<file path="config.mk">
export PLATFORM = sky130hd
export DESIGN_NAME = fifo_counted_flat
export DESIGN_NICKNAME = d
export VERILOG_FILES = /design/src/rtl/fifo_counted_if.sv /design/src/rtl/fifo_counted.sv /design/src/flat_wrapper.sv
export SDC_FILE = /design/constraint.sdc
export NUM_CORES = 1
export LEC_CHECK = 0
export BUFFER_PORTS_ARGS = -buffer_cell sky130_fd_sc_hd__buf_4
export CORE_ASPECT_RATIO = 1.75
export CORE_UTILIZATION = 44
export DETAILED_ROUTE_END_ITERATION = 12
export SETUP_SLACK_MARGIN = 0.3
export SKIP_CTS_REPAIR_TIMING = 1
export SYNTH_ARGS = -nofsm -noshare
export SYNTH_HDL_FRONTEND = slang
export SYNTH_SLANG_ARGS = --single-unit
</file>
<file path="constraint.sdc">
create_clock -name CLK -period 3.2 [get_ports CLK]
set_clock_uncertainty 0.2 [all_clocks]
set_input_delay 0.32 -clock CLK [delete_from_list [all_inputs] [get_ports CLK]]
set_output_delay 0.32 -clock CLK [all_outputs]
set_load 0.05 [all_outputs]
</file>
<file path="src/rtl/fifo_counted_if.sv">
// Handshake bundle between an operand loader (master) and a fifo_counted instance (slave).
// Width parameters must match the ones given to the attached fifo_counted.
interface fifo_counted_if #(
    parameter int unsigned BWIDTH     = 8,
    parameter int unsigned DEPTH_LOG2 = 5
);
    logic                  CLR;
    logic                  PUSHE;
    logic                  POPE;
    logic [BWIDTH-1:0]     D_in;
    logic [BWIDTH-1:0]     D_out;
    logic                  IS_EMPTY;
    logic                  IS_FULL;
    logic                  ALMOST_FULL;
    logic                  ALMOST_EMPTY;
    logic [DEPTH_LOG2:0]   COUNT;
    logic                  OVF;
    logic                  UDF;

    modport master (
        output CLR, PUSHE, POPE, D_in,
        input  D_out, IS_EMPTY, IS_FULL, ALMOST_FULL, ALMOST_EMPTY, COUNT, OVF, UDF
    );

    modport slave (
        input  CLR, PUSHE, POPE, D_in,
        output D_out, IS_EMPTY, IS_FULL, ALMOST_FULL, ALMOST_EMPTY, COUNT, OVF, UDF
    );
endinterface

</file>
<file path="src/rtl/fifo_counted.sv">
// Show-ahead synchronous FIFO using all DEPTH slots, with registered occupancy count,
// almost-full/empty thresholds, pop-while-full pass-through, flush and sticky error flags.
module fifo_counted #(
    parameter int unsigned BWIDTH     = 8,
    parameter int unsigned DEPTH      = 32,
    parameter int unsigned DEPTH_LOG2 = 5,
    parameter int unsigned AF_THRESH  = DEPTH - 4,
    parameter int unsigned AE_THRESH  = 4
) (
    input logic           CLK,
    input logic           RSTn,
    fifo_counted_if.slave fifo_io
);
    localparam int unsigned PtrW = DEPTH_LOG2 + 1;
    typedef logic [PtrW-1:0] ptr_t;

    localparam ptr_t DepthCnt = ptr_t'(DEPTH);
    localparam ptr_t AfCnt    = ptr_t'(AF_THRESH);
    localparam ptr_t AeCnt    = ptr_t'(AE_THRESH);

    ptr_t front_q, front_d;
    ptr_t rear_q, rear_d;
    ptr_t count_q, count_d;
    logic ovf_q, ovf_d;
    logic udf_q, udf_d;

    logic is_empty, is_full;
    logic pop_ok, push_ok;

    logic [BWIDTH-1:0] mem_q [DEPTH];

    assign is_empty = (count_q == '0);
    assign is_full  = (count_q == DepthCnt);

    // A full FIFO still accepts a push when a pop frees the head in the same cycle.
    assign pop_ok  = fifo_io.POPE & ~is_empty;
    assign push_ok = fifo_io.PUSHE & (~is_full | pop_ok);

    always_comb begin
        front_d = front_q;
        rear_d  = rear_q;
        count_d = count_q;
        ovf_d   = ovf_q;
        udf_d   = udf_q;
        if (fifo_io.CLR) begin
            front_d = '0;
            rear_d  = '0;
            count_d = '0;
            ovf_d   = 1'b0;
            udf_d   = 1'b0;
        end else begin
            if (push_ok) begin
                rear_d = rear_q + ptr_t'(1);
            end
            if (pop_ok) begin
                front_d = front_q + ptr_t'(1);
            end
            case ({push_ok, pop_ok})
                2'b10:   count_d = count_q + ptr_t'(1);
                2'b01:   count_d = count_q - ptr_t'(1);
                default: count_d = count_q;
            endcase
            ovf_d = ovf_q | (fifo_io.PUSHE & ~push_ok);
            udf_d = udf_q | (fifo_io.POPE & is_empty);
        end
    end

    always_ff @(posedge CLK or negedge RSTn) begin
        if (!RSTn) begin
            front_q <= '0;
            rear_q  <= '0;
            count_q <= '0;
            ovf_q   <= 1'b0;
            udf_q   <= 1'b0;
        end else begin
            front_q <= front_d;
            rear_q  <= rear_d;
            count_q <= count_d;
            ovf_q   <= ovf_d;
            udf_q   <= udf_d;
        end
    end

    // Storage is deliberately left out of reset and flush.
    always_ff @(posedge CLK) begin
        if (push_ok && !fifo_io.CLR) begin
            mem_q[rear_q[DEPTH_LOG2-1:0]] <= fifo_io.D_in;
        end
    end

    assign fifo_io.D_out        = mem_q[front_q[DEPTH_LOG2-1:0]];
    assign fifo_io.IS_EMPTY     = is_empty;
    assign fifo_io.IS_FULL      = is_full;
    assign fifo_io.ALMOST_FULL  = (count_q >= AfCnt);
    assign fifo_io.ALMOST_EMPTY = (count_q <= AeCnt);
    assign fifo_io.COUNT        = count_q;
    assign fifo_io.OVF          = ovf_q;
    assign fifo_io.UDF          = udf_q;

    // The count register is redundant with the pointers; they must never diverge.
    count_matches_ptrs: assert property (@(posedge CLK) disable iff (!RSTn)
        count_q == ptr_t'(rear_q - front_q));

endmodule

</file>
<file path="src/flat_wrapper.sv">
// flat-port wrapper written by rule: the top's interface ports become plain ports
module fifo_counted_flat 
#(
    parameter int unsigned BWIDTH     = 8,
    parameter int unsigned DEPTH      = 32,
    parameter int unsigned DEPTH_LOG2 = 5,
    parameter int unsigned AF_THRESH  = DEPTH - 4,
    parameter int unsigned AE_THRESH  = 4
)
  (CLK, RSTn, fifo_io_CLR, fifo_io_PUSHE, fifo_io_POPE, fifo_io_D_in, fifo_io_D_out, fifo_io_IS_EMPTY, fifo_io_IS_FULL, fifo_io_ALMOST_FULL, fifo_io_ALMOST_EMPTY, fifo_io_COUNT, fifo_io_OVF, fifo_io_UDF);
  fifo_counted_if #(.BWIDTH(BWIDTH), .DEPTH_LOG2(DEPTH_LOG2)) fifo_io_i ();
  input logic CLK;
  input logic RSTn;
  input wire logic [$bits(fifo_io_i.CLR)-1:0] fifo_io_CLR;
  input wire logic [$bits(fifo_io_i.PUSHE)-1:0] fifo_io_PUSHE;
  input wire logic [$bits(fifo_io_i.POPE)-1:0] fifo_io_POPE;
  input wire logic [$bits(fifo_io_i.D_in)-1:0] fifo_io_D_in;
  output wire logic [$bits(fifo_io_i.D_out)-1:0] fifo_io_D_out;
  output wire logic [$bits(fifo_io_i.IS_EMPTY)-1:0] fifo_io_IS_EMPTY;
  output wire logic [$bits(fifo_io_i.IS_FULL)-1:0] fifo_io_IS_FULL;
  output wire logic [$bits(fifo_io_i.ALMOST_FULL)-1:0] fifo_io_ALMOST_FULL;
  output wire logic [$bits(fifo_io_i.ALMOST_EMPTY)-1:0] fifo_io_ALMOST_EMPTY;
  output wire logic [$bits(fifo_io_i.COUNT)-1:0] fifo_io_COUNT;
  output wire logic [$bits(fifo_io_i.OVF)-1:0] fifo_io_OVF;
  output wire logic [$bits(fifo_io_i.UDF)-1:0] fifo_io_UDF;
  assign fifo_io_i.CLR = fifo_io_CLR;
  assign fifo_io_i.PUSHE = fifo_io_PUSHE;
  assign fifo_io_i.POPE = fifo_io_POPE;
  assign fifo_io_i.D_in = fifo_io_D_in;
  assign fifo_io_D_out = fifo_io_i.D_out;
  assign fifo_io_IS_EMPTY = fifo_io_i.IS_EMPTY;
  assign fifo_io_IS_FULL = fifo_io_i.IS_FULL;
  assign fifo_io_ALMOST_FULL = fifo_io_i.ALMOST_FULL;
  assign fifo_io_ALMOST_EMPTY = fifo_io_i.ALMOST_EMPTY;
  assign fifo_io_COUNT = fifo_io_i.COUNT;
  assign fifo_io_OVF = fifo_io_i.OVF;
  assign fifo_io_UDF = fifo_io_i.UDF;
  fifo_counted #(.BWIDTH(BWIDTH), .DEPTH(DEPTH), .DEPTH_LOG2(DEPTH_LOG2), .AF_THRESH(AF_THRESH), .AE_THRESH(AE_THRESH)) u_core (.CLK(CLK), .RSTn(RSTn), .fifo_io(fifo_io_i));
endmodule
</file>
Word-level counts from Yosys, hierarchy flattened:

Memory sizes are Yosys's and may differ from the RTL's.
Cells that the tools add are included.

* order comparisons: 2
* bitwise operators: 10
* equal/unequal tests: 3
* multiplexer cells: 10
* add/subtract/negate cells: 4
* reductions and logical operators: 6

Operator list (count)
* $mux 6: 5
* $add 6x1->6 const B: 3
* $pmux 6 s2: 1
* $eq 6x6->1 const B: 1
* $ge 6x5->1 const B: 1
* $le 6x3->1 const B: 1
* $logic_not 6->1: 1
* $sub 6x1->6 const B: 1
* $and 1x1->1: 4
* $mux 1: 4
* $reduce_bool 2->1: 2
* $not 1->1: 3
* $or 1x1->1: 3
* $reduce_bool 3->1: 1
* $eq 2x1->1 const B: 1
* $eq 2x2->1 const B: 1
* $logic_and 1x1->1: 1
* $logic_not 1->1: 1

* bits in registers: 20
* bits of input ports: 13
* word-level logic and storage cells: 41
* bits in writable memories: 256
* output and inout bits: 20
* memories: 1

Memory list
* u_core.mem_q: depth 32, width 8, read ports 1, clocked after Yosys merged registers in 0, write ports 1, line fifo_counted.sv:30 `logic [BWIDTH-1:0] mem_q [DEPTH];`

Logic depth before layout (Yosys ltp):

* word-level depth: 9
* mapped depth: 9
* gate-level depth less buffers: 8

Worst setup path before layout:

No wires, ideal clock.

* path type: reg-to-reg
* start: register u_core.count_q[0] (netlist: u_core.fifo_io.COUNT[0])
* end: register u_core.count_q[5] (netlist: u_core.fifo_io.COUNT[5])
* clock period less this slack: 3434 ps
* setup time: 87 ps
* path slack: -234 ps
* arrival: 3147 ps
* required time: 2913 ps
* stages on the path, launching flop included: 10
* buffers on the path: 1
* cells stage by stage: dfrtp_1 or4_1 buf_4 o31ai_2 nor2_1 ha_1 o21ai_0 o31a_1 or4b_1 o211ai_1

* longest elaborated chain between the ends: 8
* elaborated cells between the ends (all ways): 14
* those cells by class: add/sub (2); eq/ne (3); mux (2); bitwise (5); reduce/logical (2)

RTL lines
* start: declaration: line fifo_counted.sv:23 `ptr_t count_q, count_d;`
* start signal: assignment: line fifo_counted.sv:78 `count_q <= count_d;`
* $logic_not 6->1: line fifo_counted.sv:32 `assign is_empty = (count_q == '0);`
* $not 1->1: line fifo_counted.sv:36 `assign pop_ok = fifo_io.POPE & ~is_empty;`
* $and 1x1->1: line fifo_counted.sv:36
* $or 1x1->1: line fifo_counted.sv:37 `assign push_ok = fifo_io.PUSHE & (~is_full | pop_ok);`
* $and 1x1->1: line fifo_counted.sv:37
* $eq 2x1->1 or $eq 2x2->1 (tied branches): line fifo_counted.sv:58 `case ({push_ok, pop_ok})`
* $pmux 6 s2: line fifo_counted.sv:58
* $mux 6: line fifo_counted.sv:45 `if (fifo_io.CLR) begin`

Several ways; a longest one is shown, not always the timed one.
A chain may end at the register's enable or synchronous reset.

Final worst setup path:

* start: register u_core.front_q[0]
* end: output port fifo_io_D_out[6]

* longest elaborated chain between the ends: 1

RTL lines
* start: declaration: line fifo_counted.sv:21 `ptr_t front_q, front_d;`
* start signal: assignment: line fifo_counted.sv:76 `front_q <= front_d;`
* $mem_v2 32x8
* end: declaration: line flat_wrapper.sv:18 `output wire logic [$bits(fifo_io_i.D_out)-1:0] fifo_io_D_out;`

Every way passes these cells.

==> flow_summary.json <==
{
  "cts.sinks": 274,
  "use_met3": 0.02234,
  "maxCapViolCount": 0,
  "drc": 0,
  "synth_warnings": 0,
  "p_switching_w": 0.003083,
  "vias_per_cell": 5.739,
  "grt.total_usage": 0.1955,
  "crit_type": "flop to output port",
  "p_comb_frac": 0.316,
  "crit_start": "u_core.front_q[0]",
  "grt_max_degree": 34,
  "finalPower_w": 0.01022,
  "drt_iter0_markers": 472,
  "synth_cell_type_count": 51,
  "use_met1": 0.2325,
  "rows": 77,
  "post-route-period-util": 0.9736,
  "fin_crit_ps": 3116,
  "wl_per_cell_um": 23.73,
  "placed_area_mm2": 0.01196,
  "p_per_area_mw_per_mm2": 771.7,
  "io_buffers": 32,
  "antenna_cells": 0,
  "use_met2": 0.3520,
  "drtAntennaViolNets": 0,
  "fmax_ghz": 0.3210,
  "tightest_slew_ps": 766.2,
  "die_width_um": 123,
  "status": "finished, violations left",
  "worstHoldStart": "fifo_io_PUSHE",
  "io_pins": 33,
  "top_usage_layer": "met2",
  "ys_ff_latch": 274,
  "power_leakage_nw": 4.337,
  "hold_violations": 1,
  "worstSkewPairLatency_ps": 520,
  "htreeDepth": 1,
  "synth_edf_count": 256,
  "synth.avg_cell_area_um2": 17.03,
  "finalSetupViolations": 0,
  "rsz0062_at_grt": "yes",
  "syn_inst": 662,
  "drive_above_1_share": 0.2755,
  "clockBufferDepth": 3,
  "syn2layout_area_growth_pct": 17.47,
  "synthFlopType": "edfxtp_1",
  "root_buffer": "clkbuf_16",
  "grt_pass1_wl_mm": 37.47,
  "clkTransAtPathRegs_ps": 70,
  "cp-start-kind": "flop",
  "dpl.cell_count": 991,
  "final_util": 0.5246,
  "synth-async-reset-ratio": 0.06569,
  "drt_pass1_iterations": 7,
  "clkPwrFrac": 0.286,
  "core_area_mm2": 0.02524,
  "numCtsBuffers": 25,
  "cts_tree": "done",
  "switching_share": 0.3017,
  "die_h_um": 213.7,
  "routed_wirelength_mm": 25.16,
  "fin_cells": 1060,
  "gp_congestion": 0.8762,
  "final_nets": 749,
  "regToRegStartpoint": "u_core.fifo_io.COUNT[3]",
  "design_area_mm2": 0.01324,
  "relSlewSlack": 0.4873,
  "violations": "hold timing",
  "power.share.sequential": 0.398,
  "worstPathArrival_ps": 2600,
  "ir_drop_mv": 0.6180,
  "dp_hpwl_mm": 16.28,
  "antenna_found_initial": 0,
  "fin_hold_ws_ps": -11.92,
  "num_vias": 6083,
  "cp-end-kind": "output port",
  "maxSlewViolCount": 0,
  "hp-class": "input port to flop",
  "dieArea_mm2": 0.02629,
  "critPathMaxFanout": 6,
  "syn_nets": 685,
  "internal-power_w": 0.007135,
  "start_util": 0.4466,
  "synth.yosys.seq_area_share": 0.7219,
  "syn-cell-area_mm2": 0.01127,
  "worstPathRequired_ps": 2680,
  "grt_pass1_vias": 6319,
  "overflow": 0
}
-- metrics by stage --
step                hold WS, ps  worst slack [ps]  setup TNS (ps)
floorplan                -175.6             24.92               0
global placement          10.28             200.5               0
detailed placement        17.06             82.21               0
CTS                      -544.2            -142.3          -732.9
global route              12.10             58.15               0
finish                   -11.92             84.32               0
-- flip-flops by register name (all words and copies together), names as in the netlist --
signal and flops:
u_core.mem_q 256, u_core.fifo_io.UDF 1, u_core.fifo_io.OVF 1, u_core.fifo_io.COUNT 6
u_core.rear_q 5, u_core.front_q 5
-- final timing paths --
check,slack (ps),end,depth (start not counted)
worst max-delay path,80,fifo_io_D_out[6],7
worst max register to register,270,u_core.fifo_io.COUNT[5],8
worst min register to register,320,u_core.fifo_io.UDF,2
max in group asynchronous,2560,u_core.front_q[0],2
min in group asynchronous,10,u_core.fifo_io.COUNT[1],2
worst min-delay path,-10,u_core.fifo_io.OVF,3
-- cells by family after synthesis --
kind of cell               synth area share
buffers and inverters               0.01754
and+or+nand+nor                     0.05871
muxes                                0.1435
AOI/OAI and AO/OA                   0.04118
xor gates and xnor gates           0.005439
adders and majority gates           0.01176
DFF                                  0.7219
-- cells in the mapped netlist (all sizes together) (2+ instances only) --
master / n / area share
nand3: 30 / 0.013
a21o: 2 / 0.0013
inv: 7 / 0.0023
nand3b: 3 / 0.0020
ha: 9 / 0.010
o311ai: 2 / 0.0016
a21oi: 23 / 0.011
nand2b: 2 / 0.0011
clkbuf: 19 / 0.0063
o31ai: 2 / 0.0018
mux2i: 66 / 0.059
nor2: 48 / 0.016
nand4: 10 / 0.0055
mux4: 32 / 0.064
xnor2: 3 / 0.0023
nor2b: 5 / 0.0028
or3: 3 / 0.0017
mux2: 21 / 0.021
or3b: 2 / 0.0016
nand2: 29 / 0.0097
a211oi: 2 / 0.0013
dfrtp: 18 / 0.040
nor3: 2 / 0.00089
edfxtp: 256 / 0.68
a22oi: 16 / 0.011
o211ai: 3 / 0.0020
xor2: 4 / 0.0031
buf: 21 / 0.0089
o21ai: 5 / 0.0022
-- worst max-delay path, stage by stage, from the launching register on --
cell     delay, ps
dfrtp_4        470
buf_6          160
buf_12         130
mux4_2         530
mux2_4         320
nand2_2         70
nand4_1        160
buf_6          210
-- final cells by class --
cell class,instances,area (um^2)
Tap cell,316,395.4
Timing Repair Buffer,77,749.5
Inverter,7,26.28
Multi-Input combinational cell,341,3113
Fill cell,2029,12000
Clock buffer,35,724.4
Clock inverter,10,87.58
Sequential cell,274,8147
-- power groups by stage --
| stage | logic, W | clock network, W | registers [W] |
|---|---|---|---|
| 6_report | 0.00323 | 0.00292 | 0.00406 |
| 5_1_grt | 0.00340 | 0.00311 | 0.00407 |
| 4_1_cts | 0.00272 | 0.00298 | 0.00410 |
| 3_5_place_dp | 0.00271 | 0 | 0.00418 |
| 3_3_place_gp | 0.00267 | 0 | 0.00417 |
| 2_1_floorplan | 0.00181 | 0 | 0.00424 |
-- layer usage --
metal	wire length (um)	vias up
met5	0	-
met4	799	0
met3	1070	41
met2	13760	188
met1	9529	3132
li1	-	2722
-- placed cells by master, fill, tap and decap left out, types with 4 or more instances in the layout --
cell type	synthesis	layout
a21oi_1	22	22
a22oi_1	16	16
buf_12	0	5
buf_4	2	55
buf_6	0	9
clkbuf_1	19	5
clkbuf_16	0	29
clkbuf_8	0	4
clkinvlp_4	0	4
dfrtp_1	18	13
dfrtp_2	0	4
edfxtp_1	256	256
ha_1	9	5
ha_4	0	4
inv_1	7	7
mux2_2	21	9
mux2_4	0	12
mux2i_1	66	66
mux4_2	32	32
nand2_1	29	25
nand2_2	0	4
nand3_1	30	28
nand4_1	10	10
nor2_1	48	37
nor2_2	0	10
nor2b_1	5	4
o21ai_0	5	4
xor2_1	4	4
(Power assumes the default switching activity.)
